**config.mk**
```make
export PLATFORM = sky130hd
export DESIGN_NAME = pipeline_hazard_ctrl_flat
export DESIGN_NICKNAME = d
export VERILOG_FILES = /design/src/rtl/pipeline_hazard_ctrl_if.sv /design/src/rtl/pipeline_hazard_ctrl.sv /design/src/flat_wrapper.sv
export SDC_FILE = /design/constraint.sdc
export NUM_CORES = 1
export LEC_CHECK = 0
export CORE_AREA = 2 2 66 80
export DETAILED_ROUTE_END_ITERATION = 10
export DIE_AREA = 0 0 68 82
export GPL_TIMING_DRIVEN = 0
export PLACE_DENSITY = 0.85
export RECOVER_POWER = 100
export SYNTH_ARGS = -nofsm -noshare
export SYNTH_HDL_FRONTEND = slang
export SYNTH_SLANG_ARGS = --single-unit
```
**constraint.sdc**
```tcl
create_clock -name clk_i -period 5.76 [get_ports clk_i]
set_clock_uncertainty 0.15 [all_clocks]
set_input_delay 0.576 -clock clk_i [delete_from_list [all_inputs] [get_ports clk_i]]
set_output_delay 0.576 -clock clk_i [all_outputs]
set_load 0.005 [all_outputs]
```
**src/rtl/pipeline_hazard_ctrl_if.sv**
```systemverilog
// Hazard-control bundle between the pipeline datapath and pipeline_hazard_ctrl.
// The master side is the controller; the slave side is the datapath/testbench.
interface pipeline_hazard_ctrl_if #(
    parameter int unsigned CNT_W = 16
);
    logic [4:0]       d_rs1_i;
    logic [4:0]       d_rs2_i;
    logic             d_use_rs1_i;
    logic             d_use_rs2_i;
    logic [4:0]       x_rd_i;
    logic             x_memread_i;
    logic             branch_taken_i;
    logic             mem_req_i;
    logic             mem_ack_i;

    logic             pc_en_o;
    logic             fd_en_o;
    logic             dx_en_o;
    logic             xm_en_o;
    logic             mw_en_o;
    logic             fd_flush_o;
    logic             dx_flush_o;
    logic             xm_flush_o;
    logic             mw_bubble_o;
    logic [1:0]       state_o;
    logic             mem_err_o;
    logic [CNT_W-1:0] stall_cnt_o;
    logic [CNT_W-1:0] flush_cnt_o;

    modport master (
        input  d_rs1_i, d_rs2_i, d_use_rs1_i, d_use_rs2_i, x_rd_i, x_memread_i,
               branch_taken_i, mem_req_i, mem_ack_i,
        output pc_en_o, fd_en_o, dx_en_o, xm_en_o, mw_en_o,
               fd_flush_o, dx_flush_o, xm_flush_o, mw_bubble_o,
               state_o, mem_err_o, stall_cnt_o, flush_cnt_o
    );

    modport slave (
        output d_rs1_i, d_rs2_i, d_use_rs1_i, d_use_rs2_i, x_rd_i, x_memread_i,
               branch_taken_i, mem_req_i, mem_ack_i,
        input  pc_en_o, fd_en_o, dx_en_o, xm_en_o, mw_en_o,
               fd_flush_o, dx_flush_o, xm_flush_o, mw_bubble_o,
               state_o, mem_err_o, stall_cnt_o, flush_cnt_o
    );
endinterface

```
**src/rtl/pipeline_hazard_ctrl.sv**
```systemverilog
// Central stall/flush sequencer for the F/D/X/M/W pipeline with saturating
// stall/flush event counters and a sticky data-memory timeout flag.
module pipeline_hazard_ctrl #(
    parameter int unsigned FLUSH_CYCLES = 1,
    parameter int unsigned MEM_TIMEOUT  = 255,
    parameter int unsigned CNT_W        = 16
) (
    input  logic                   clk_i,
    input  logic                   reset_i,
    pipeline_hazard_ctrl_if.master hz
);
    localparam int unsigned FC_W = 3;
    localparam int unsigned TO_W = (MEM_TIMEOUT > 1) ? $clog2(MEM_TIMEOUT + 1) : 1;

    typedef enum logic [1:0] {
        ST_RUN   = 2'd0,
        ST_LU    = 2'd1,
        ST_FLUSH = 2'd2,
        ST_MEM   = 2'd3
    } state_t;

    state_t           state;
    logic [FC_W-1:0]  flush_left;
    logic [TO_W-1:0]  wait_cnt;
    logic [CNT_W-1:0] stall_cnt;
    logic [CNT_W-1:0] flush_cnt;
    logic             mem_err;

    logic lu_c;
    logic mem_pend_c;
    logic to_hit_c;
    logic run_like_c;
    logic br_c;
    logic mem_enter_c;
    logic lu_enter_c;
    logic mem_hold_c;
    logic stall_inc_c;

    logic pc_en;
    logic fd_en;
    logic dx_en;
    logic xm_en;
    logic mw_en;
    logic fd_flush;
    logic dx_flush;
    logic xm_flush;
    logic mw_bubble;

    // Hazard decode shared by the output and sequencing logic.
    always_comb begin
        lu_c        = hz.x_memread_i && (hz.x_rd_i != 5'd0) &&
                      ((hz.d_use_rs1_i && (hz.x_rd_i == hz.d_rs1_i)) ||
                       (hz.d_use_rs2_i && (hz.x_rd_i == hz.d_rs2_i)));
        mem_pend_c  = hz.mem_req_i && !hz.mem_ack_i;
        to_hit_c    = (MEM_TIMEOUT != 0) && (wait_cnt == TO_W'(MEM_TIMEOUT));
        run_like_c  = (state == ST_RUN) || (state == ST_LU);
        // A frozen M stage cannot resolve a branch, so MEM_WAIT ignores the pulse.
        br_c        = hz.branch_taken_i && (state != ST_MEM);
        mem_enter_c = run_like_c && !hz.branch_taken_i && mem_pend_c;
        lu_enter_c  = (state == ST_RUN) && !hz.branch_taken_i && !mem_pend_c && lu_c;
        mem_hold_c  = (state == ST_MEM) && !hz.mem_ack_i && !to_hit_c;
        stall_inc_c = mem_enter_c || lu_enter_c || mem_hold_c;
    end

    // Zero-latency stage controls; reset forces a free-running pipeline.
    always_comb begin
        pc_en     = 1'b1;
        fd_en     = 1'b1;
        dx_en     = 1'b1;
        xm_en     = 1'b1;
        mw_en     = 1'b1;
        fd_flush  = 1'b0;
        dx_flush  = 1'b0;
        xm_flush  = 1'b0;
        mw_bubble = 1'b0;
        if (!reset_i) begin
            if (br_c) begin
                fd_flush = 1'b1;
                dx_flush = 1'b1;
                xm_flush = 1'b1;
            end else if (mem_enter_c || mem_hold_c) begin
                pc_en     = 1'b0;
                fd_en     = 1'b0;
                dx_en     = 1'b0;
                xm_en     = 1'b0;
                mw_bubble = 1'b1;
            end else if (lu_enter_c) begin
                pc_en    = 1'b0;
                fd_en    = 1'b0;
                dx_flush = 1'b1;
            end else if (state == ST_FLUSH) begin
                fd_flush = 1'b1;
            end
        end
    end

    // Sequencer, timeout tracking and saturating event counters.
    always_ff @(posedge clk_i) begin
        if (reset_i) begin
            state      <= ST_RUN;
            flush_left <= '0;
            wait_cnt   <= '0;
            stall_cnt  <= '0;
            flush_cnt  <= '0;
            mem_err    <= 1'b0;
        end else begin
            if (br_c) begin
                flush_left <= FC_W'(FLUSH_CYCLES - 1);
                state      <= (FLUSH_CYCLES > 1) ? ST_FLUSH : ST_RUN;
            end else if (mem_enter_c) begin
                state    <= ST_MEM;
                wait_cnt <= TO_W'(1);
            end else if (lu_enter_c) begin
                state <= ST_LU;
            end else begin
                case (state)
                    ST_LU: state <= ST_RUN;
                    ST_FLUSH: begin
                        if (flush_left <= FC_W'(1)) begin
                            state      <= ST_RUN;
                            flush_left <= '0;
                        end else begin
                            flush_left <= flush_left - FC_W'(1);
                        end
                    end
                    ST_MEM: begin
                        if (hz.mem_ack_i) begin
                            state <= ST_RUN;
                        end else if (to_hit_c) begin
                            state   <= ST_RUN;
                            mem_err <= 1'b1;
                        end else if (MEM_TIMEOUT != 0) begin
                            wait_cnt <= wait_cnt + TO_W'(1);
                        end
                    end
                    default: state <= ST_RUN;
                endcase
            end

            if (stall_inc_c && (stall_cnt != '1)) begin
                stall_cnt <= stall_cnt + CNT_W'(1);
            end
            if (br_c && (flush_cnt != '1)) begin
                flush_cnt <= flush_cnt + CNT_W'(1);
            end
        end
    end

    assign hz.pc_en_o     = pc_en;
    assign hz.fd_en_o     = fd_en;
    assign hz.dx_en_o     = dx_en;
    assign hz.xm_en_o     = xm_en;
    assign hz.mw_en_o     = mw_en;
    assign hz.fd_flush_o  = fd_flush;
    assign hz.dx_flush_o  = dx_flush;
    assign hz.xm_flush_o  = xm_flush;
    assign hz.mw_bubble_o = mw_bubble;
    assign hz.state_o     = 2'(state);
    assign hz.mem_err_o   = mem_err;
    assign hz.stall_cnt_o = stall_cnt;
    assign hz.flush_cnt_o = flush_cnt;

endmodule

```
**src/flat_wrapper.sv**
```systemverilog
// flat-port wrapper written by rule: the top's interface ports become plain ports
module pipeline_hazard_ctrl_flat 
#(
    parameter int unsigned FLUSH_CYCLES = 1,
    parameter int unsigned MEM_TIMEOUT  = 255,
    parameter int unsigned CNT_W        = 16
)
  (clk_i, reset_i, hz_d_rs1_i, hz_d_rs2_i, hz_d_use_rs1_i, hz_d_use_rs2_i, hz_x_rd_i, hz_x_memread_i, hz_branch_taken_i, hz_mem_req_i, hz_mem_ack_i, hz_pc_en_o, hz_fd_en_o, hz_dx_en_o, hz_xm_en_o, hz_mw_en_o, hz_fd_flush_o, hz_dx_flush_o, hz_xm_flush_o, hz_mw_bubble_o, hz_state_o, hz_mem_err_o, hz_stall_cnt_o, hz_flush_cnt_o);
  pipeline_hazard_ctrl_if #(.CNT_W(CNT_W)) hz_i ();
  input  logic clk_i;
  input  logic reset_i;
  input wire logic [$bits(hz_i.d_rs1_i)-1:0] hz_d_rs1_i;
  input wire logic [$bits(hz_i.d_rs2_i)-1:0] hz_d_rs2_i;
  input wire logic [$bits(hz_i.d_use_rs1_i)-1:0] hz_d_use_rs1_i;
  input wire logic [$bits(hz_i.d_use_rs2_i)-1:0] hz_d_use_rs2_i;
  input wire logic [$bits(hz_i.x_rd_i)-1:0] hz_x_rd_i;
  input wire logic [$bits(hz_i.x_memread_i)-1:0] hz_x_memread_i;
  input wire logic [$bits(hz_i.branch_taken_i)-1:0] hz_branch_taken_i;
  input wire logic [$bits(hz_i.mem_req_i)-1:0] hz_mem_req_i;
  input wire logic [$bits(hz_i.mem_ack_i)-1:0] hz_mem_ack_i;
  output wire logic [$bits(hz_i.pc_en_o)-1:0] hz_pc_en_o;
  output wire logic [$bits(hz_i.fd_en_o)-1:0] hz_fd_en_o;
  output wire logic [$bits(hz_i.dx_en_o)-1:0] hz_dx_en_o;
  output wire logic [$bits(hz_i.xm_en_o)-1:0] hz_xm_en_o;
  output wire logic [$bits(hz_i.mw_en_o)-1:0] hz_mw_en_o;
  output wire logic [$bits(hz_i.fd_flush_o)-1:0] hz_fd_flush_o;
  output wire logic [$bits(hz_i.dx_flush_o)-1:0] hz_dx_flush_o;
  output wire logic [$bits(hz_i.xm_flush_o)-1:0] hz_xm_flush_o;
  output wire logic [$bits(hz_i.mw_bubble_o)-1:0] hz_mw_bubble_o;
  output wire logic [$bits(hz_i.state_o)-1:0] hz_state_o;
  output wire logic [$bits(hz_i.mem_err_o)-1:0] hz_mem_err_o;
  output wire logic [$bits(hz_i.stall_cnt_o)-1:0] hz_stall_cnt_o;
  output wire logic [$bits(hz_i.flush_cnt_o)-1:0] hz_flush_cnt_o;
  assign hz_i.d_rs1_i = hz_d_rs1_i;
  assign hz_i.d_rs2_i = hz_d_rs2_i;
  assign hz_i.d_use_rs1_i = hz_d_use_rs1_i;
  assign hz_i.d_use_rs2_i = hz_d_use_rs2_i;
  assign hz_i.x_rd_i = hz_x_rd_i;
  assign hz_i.x_memread_i = hz_x_memread_i;
  assign hz_i.branch_taken_i = hz_branch_taken_i;
  assign hz_i.mem_req_i = hz_mem_req_i;
  assign hz_i.mem_ack_i = hz_mem_ack_i;
  assign hz_pc_en_o = hz_i.pc_en_o;
  assign hz_fd_en_o = hz_i.fd_en_o;
  assign hz_dx_en_o = hz_i.dx_en_o;
  assign hz_xm_en_o = hz_i.xm_en_o;
  assign hz_mw_en_o = hz_i.mw_en_o;
  assign hz_fd_flush_o = hz_i.fd_flush_o;
  assign hz_dx_flush_o = hz_i.dx_flush_o;
  assign hz_xm_flush_o = hz_i.xm_flush_o;
  assign hz_mw_bubble_o = hz_i.mw_bubble_o;
  assign hz_state_o = hz_i.state_o;
  assign hz_mem_err_o = hz_i.mem_err_o;
  assign hz_stall_cnt_o = hz_i.stall_cnt_o;
  assign hz_flush_cnt_o = hz_i.flush_cnt_o;
  pipeline_hazard_ctrl #(.FLUSH_CYCLES(FLUSH_CYCLES), .MEM_TIMEOUT(MEM_TIMEOUT), .CNT_W(CNT_W)) u_core (.clk_i(clk_i), .reset_i(reset_i), .hz(hz_i));
endmodule
```
==> results.yml <==
outcome:
  outcome: "completed"
power_and_ir_drop:
  powerDensity_nw_per_um2: 195
  p_leak_uw: 0.00116
  power_uw: 623
  ir_drop_uv: 231
synth:
  syn_inst: 295
  yosys-top-cells-area: "dfxtp_1 38%, xnor2_1 8.4%, nor2_1 6.2%"
  synth.distinct_cells: 40
  synth_top_flop_cell: "dfxtp_1"
  synth_top_area_share_pct: 38.3
  synth.avg_cell_area_um2: 8.15
  async_flop_share_pct: 0
  synth_nets: 323
  ys.warnings.count: 0
  ys_seq_elements: 46
  synth.cell_area_um2: 2400
  synth_edf_count: 0
  ys_seq_area_share_pct: 38.3
  yosysTopAreaCell: "dfxtp_1"
detailed_routing:
  wl_per_cell_um: 13.4
  drc: 0
  vias: 2377
  viasPerCell: 5.55
  postRouteAntennaNets: 0
  drt_iter0_drc: 88
  detail_route.first_pass.iterations: 4
  routed_wl_mm: 5.75
grt:
  antenna_found_initial: 0
  grt_max_degree: 16
  met1_usage_pct: 26.7
  grt.busiest_layer: "met2"
  gr-usage-all-layers_pct: 21.7
  use_met2_pct: 38.3
  grt_util_met3_pct: 2.88
  grt_overflow: 0
  grt_pass1_vias: 2087
  grt_pass1_wl_mm: 9.32
clock_tree:
  cts_tree: "built"
  clock_latency_ps: 300
  cts_buffers: 5
  clk_path_buf_depth: 2
  clkTransAtPathRegs_ps: 80
  htreeDepth: 2
  clock-sinks: 46
  cts-root-buf: "clkbuf_8"
  cts_resized: 0
  postCtsHoldBufs: 0
  post_cts_buffers: 0
final_layout:
  fin_nets: 395
  area_delta_synth_final_pct: 32.7
  drive_gt1_share_pct: 3.53
  n_antenna_cell: 0
  fillCellCount: 430
timing:
  rsz0062_at_grt: "no"
  finalHoldViolCount: 0
  fmaxAchievable_mhz: 255
  whs_ps: 300
  slew_headroom_pct: 56.0
  setup_tns_ps: 0
  slew_viol_final: 0
  fin_crit_ps: 3920
  fin_crit_sh_pct: 68.0
  tightest_slew_ps: 660
  setup_viol: 0
job:
  drv_cap: 0
setup_path:
  r2r_slack_ps: 2570
  cp.required_ps: 5030
  worstSetupEndpointType: "primary output"
  reg2regPathDepth: 9
  crit_arrival_ps: 3190
  crit_fanout: 3
  r2r-end: "u_core.hz.stall_cnt_o[1]"
  crit_path_top_delay_cell: "dlygate4sd3_1"
  critical_path_class: "in2out"
  cp_top_family: "buffers and inverters"
  startpoint_type: "input pin"
  path_buf_inv: 5
  path_cells: "dlygate4sd3_1, or4_1, o211ai_1, inv_1, a21oi_1, nor2_1, inv_1, buf_4, dlygate4sd3_1"
  max_stage_delay_ps: 590
  rr_startpoint: "u_core.wait_cnt[0]"
floorplan:
  dieHeight_um: 82
  die_w_um: 68
  initial_core_util_pct: 49.7
  coreArea_um2: 4830
  dieArea_um2: 5580
  io-pin-count: 67
  fp-row-count: 28
place:
  dpl.hpwl_mm: 4.31
  io_buffers: 65
  place.gp.congestion: 0.874
min_path:
  whs_endpoint: "u_core.hz.mem_err_o"
  hp-start: "u_core.hz.mem_err_o"
  hold_depth: 2
  worstHoldPathType: "reg2reg"
stage by stage:
step,setup WS (ps),std cells,instance area [um^2],utilization (%)
global placement,2070,420,3130,64.8
finish,1840,428,3190,66.0
CTS,2080,428,3240,67.1
global route,1690,428,3190,66.0
detailed placement,2080,420,3130,64.8
floorplan,3240,295,2400,-
placed cells by master, fill, tap and decap left out, drive strengths merged, types with 5 or more instances in the layout:
master | Yosys | final
nand4 | 10 | 10
o31ai | 6 | 6
o21ai | 11 | 11
nand2 | 23 | 23
xor2 | 6 | 6
dlygate4sd3 | 0 | 45
or4 | 8 | 8
clkbuf | 3 | 13
inv | 11 | 12
clkdlybuf4s50 | 0 | 20
xnor2 | 23 | 23
nor3 | 10 | 10
nand2b | 6 | 6
dfxtp | 46 | 46
or3 | 12 | 12
nor2 | 40 | 40
nand3 | 19 | 19
a21oi | 26 | 26
ha | 5 | 5
layer usage:
metal	vias to the layer above	part of all wire [%]
met5	-	0
met4	0	1.5
met3	9	4.8
met2	72	52
met1	1124	42
li1	1172	-
flip-flops by register name, indices dropped and copies added, names as in the netlist:
name	cells
u_core.hz.flush_cnt_o	16
u_core.flush_left	3
u_core.hz.state_o	2
u_core.wait_cnt	8
u_core.hz.stall_cnt_o	16
u_core.hz.mem_err_o	1
worst reg2reg max path: cells and delay by family (launching register included):
family                   cells  cell delay (ps)
flip-flops                   1              400
buffers and inverters        2              840
AO/OA/AOI/OAI                2              770
multiplexers                 1              230
adder cells (fa/ha/maj)      1              240
AND/OR/NAND/NOR              3              440
how the worst max path moves through the flow:
stage                     slack, ps         end          from  depth (start not counted)
after global placement         2070  hz_pc_en_o  hz_x_rd_i[0]                          9
after floorplan                3240  hz_pc_en_o  hz_x_rd_i[0]                          7
after CTS                      2080  hz_pc_en_o  hz_x_rd_i[0]                          9
final                          1840  hz_pc_en_o  hz_x_rd_i[0]                          9
after global routing           1690  hz_pc_en_o  hz_x_rd_i[0]                          9
after detailed placement       2080  hz_pc_en_o  hz_x_rd_i[0]                          9
synthesized netlist by cell type (4+ instances only):
library cell and instances:
o31ai_1 6, xor2_1 6, o21ai_0 4, a21oi_1 25, nand3_1 19, nor2_1 40
or4_1 8, xnor2_1 23, nand2b_1 6, dfxtp_1 46, o21ai_1 7, nor3_1 10
nand2_1 22, ha_1 5, nand4_1 10, or3_1 12, inv_1 11
layout make-up:
class	count	area (um^2)	share of cell area, %
Inverter	11	41.3	1.29
Sequential cell	46	921	28.9
Buffer	11	52.6	1.65
Tap cell	60	75.1	2.35
Multi-Input combinational cell	227	1340	41.9
Timing Repair Buffer	65	651	20.4
Clock buffer	5	68.8	2.16
Clock inverter	3	43.8	1.37
where the power goes:
group,switching (uW),total (uW),internal (uW)
combinational,27.2,58.6,31.4
clock,110,240,130
sequential,3.25,324,321
total,141,623,482
cell families after synthesis:
family	Yosys count	share of synthesized area, %
buffers and inverters	22	4.99
and+or+nand+nor	141	30.1
AOI/OAI and AO/OA	48	12.1
DFF	46	38.3
muxes	3	1.25
xor gates and xnor gates	29	10.6
other	1	0.156
adders and majority gates	5	2.60
Note: power is estimated with default switching activity, not from simulation.
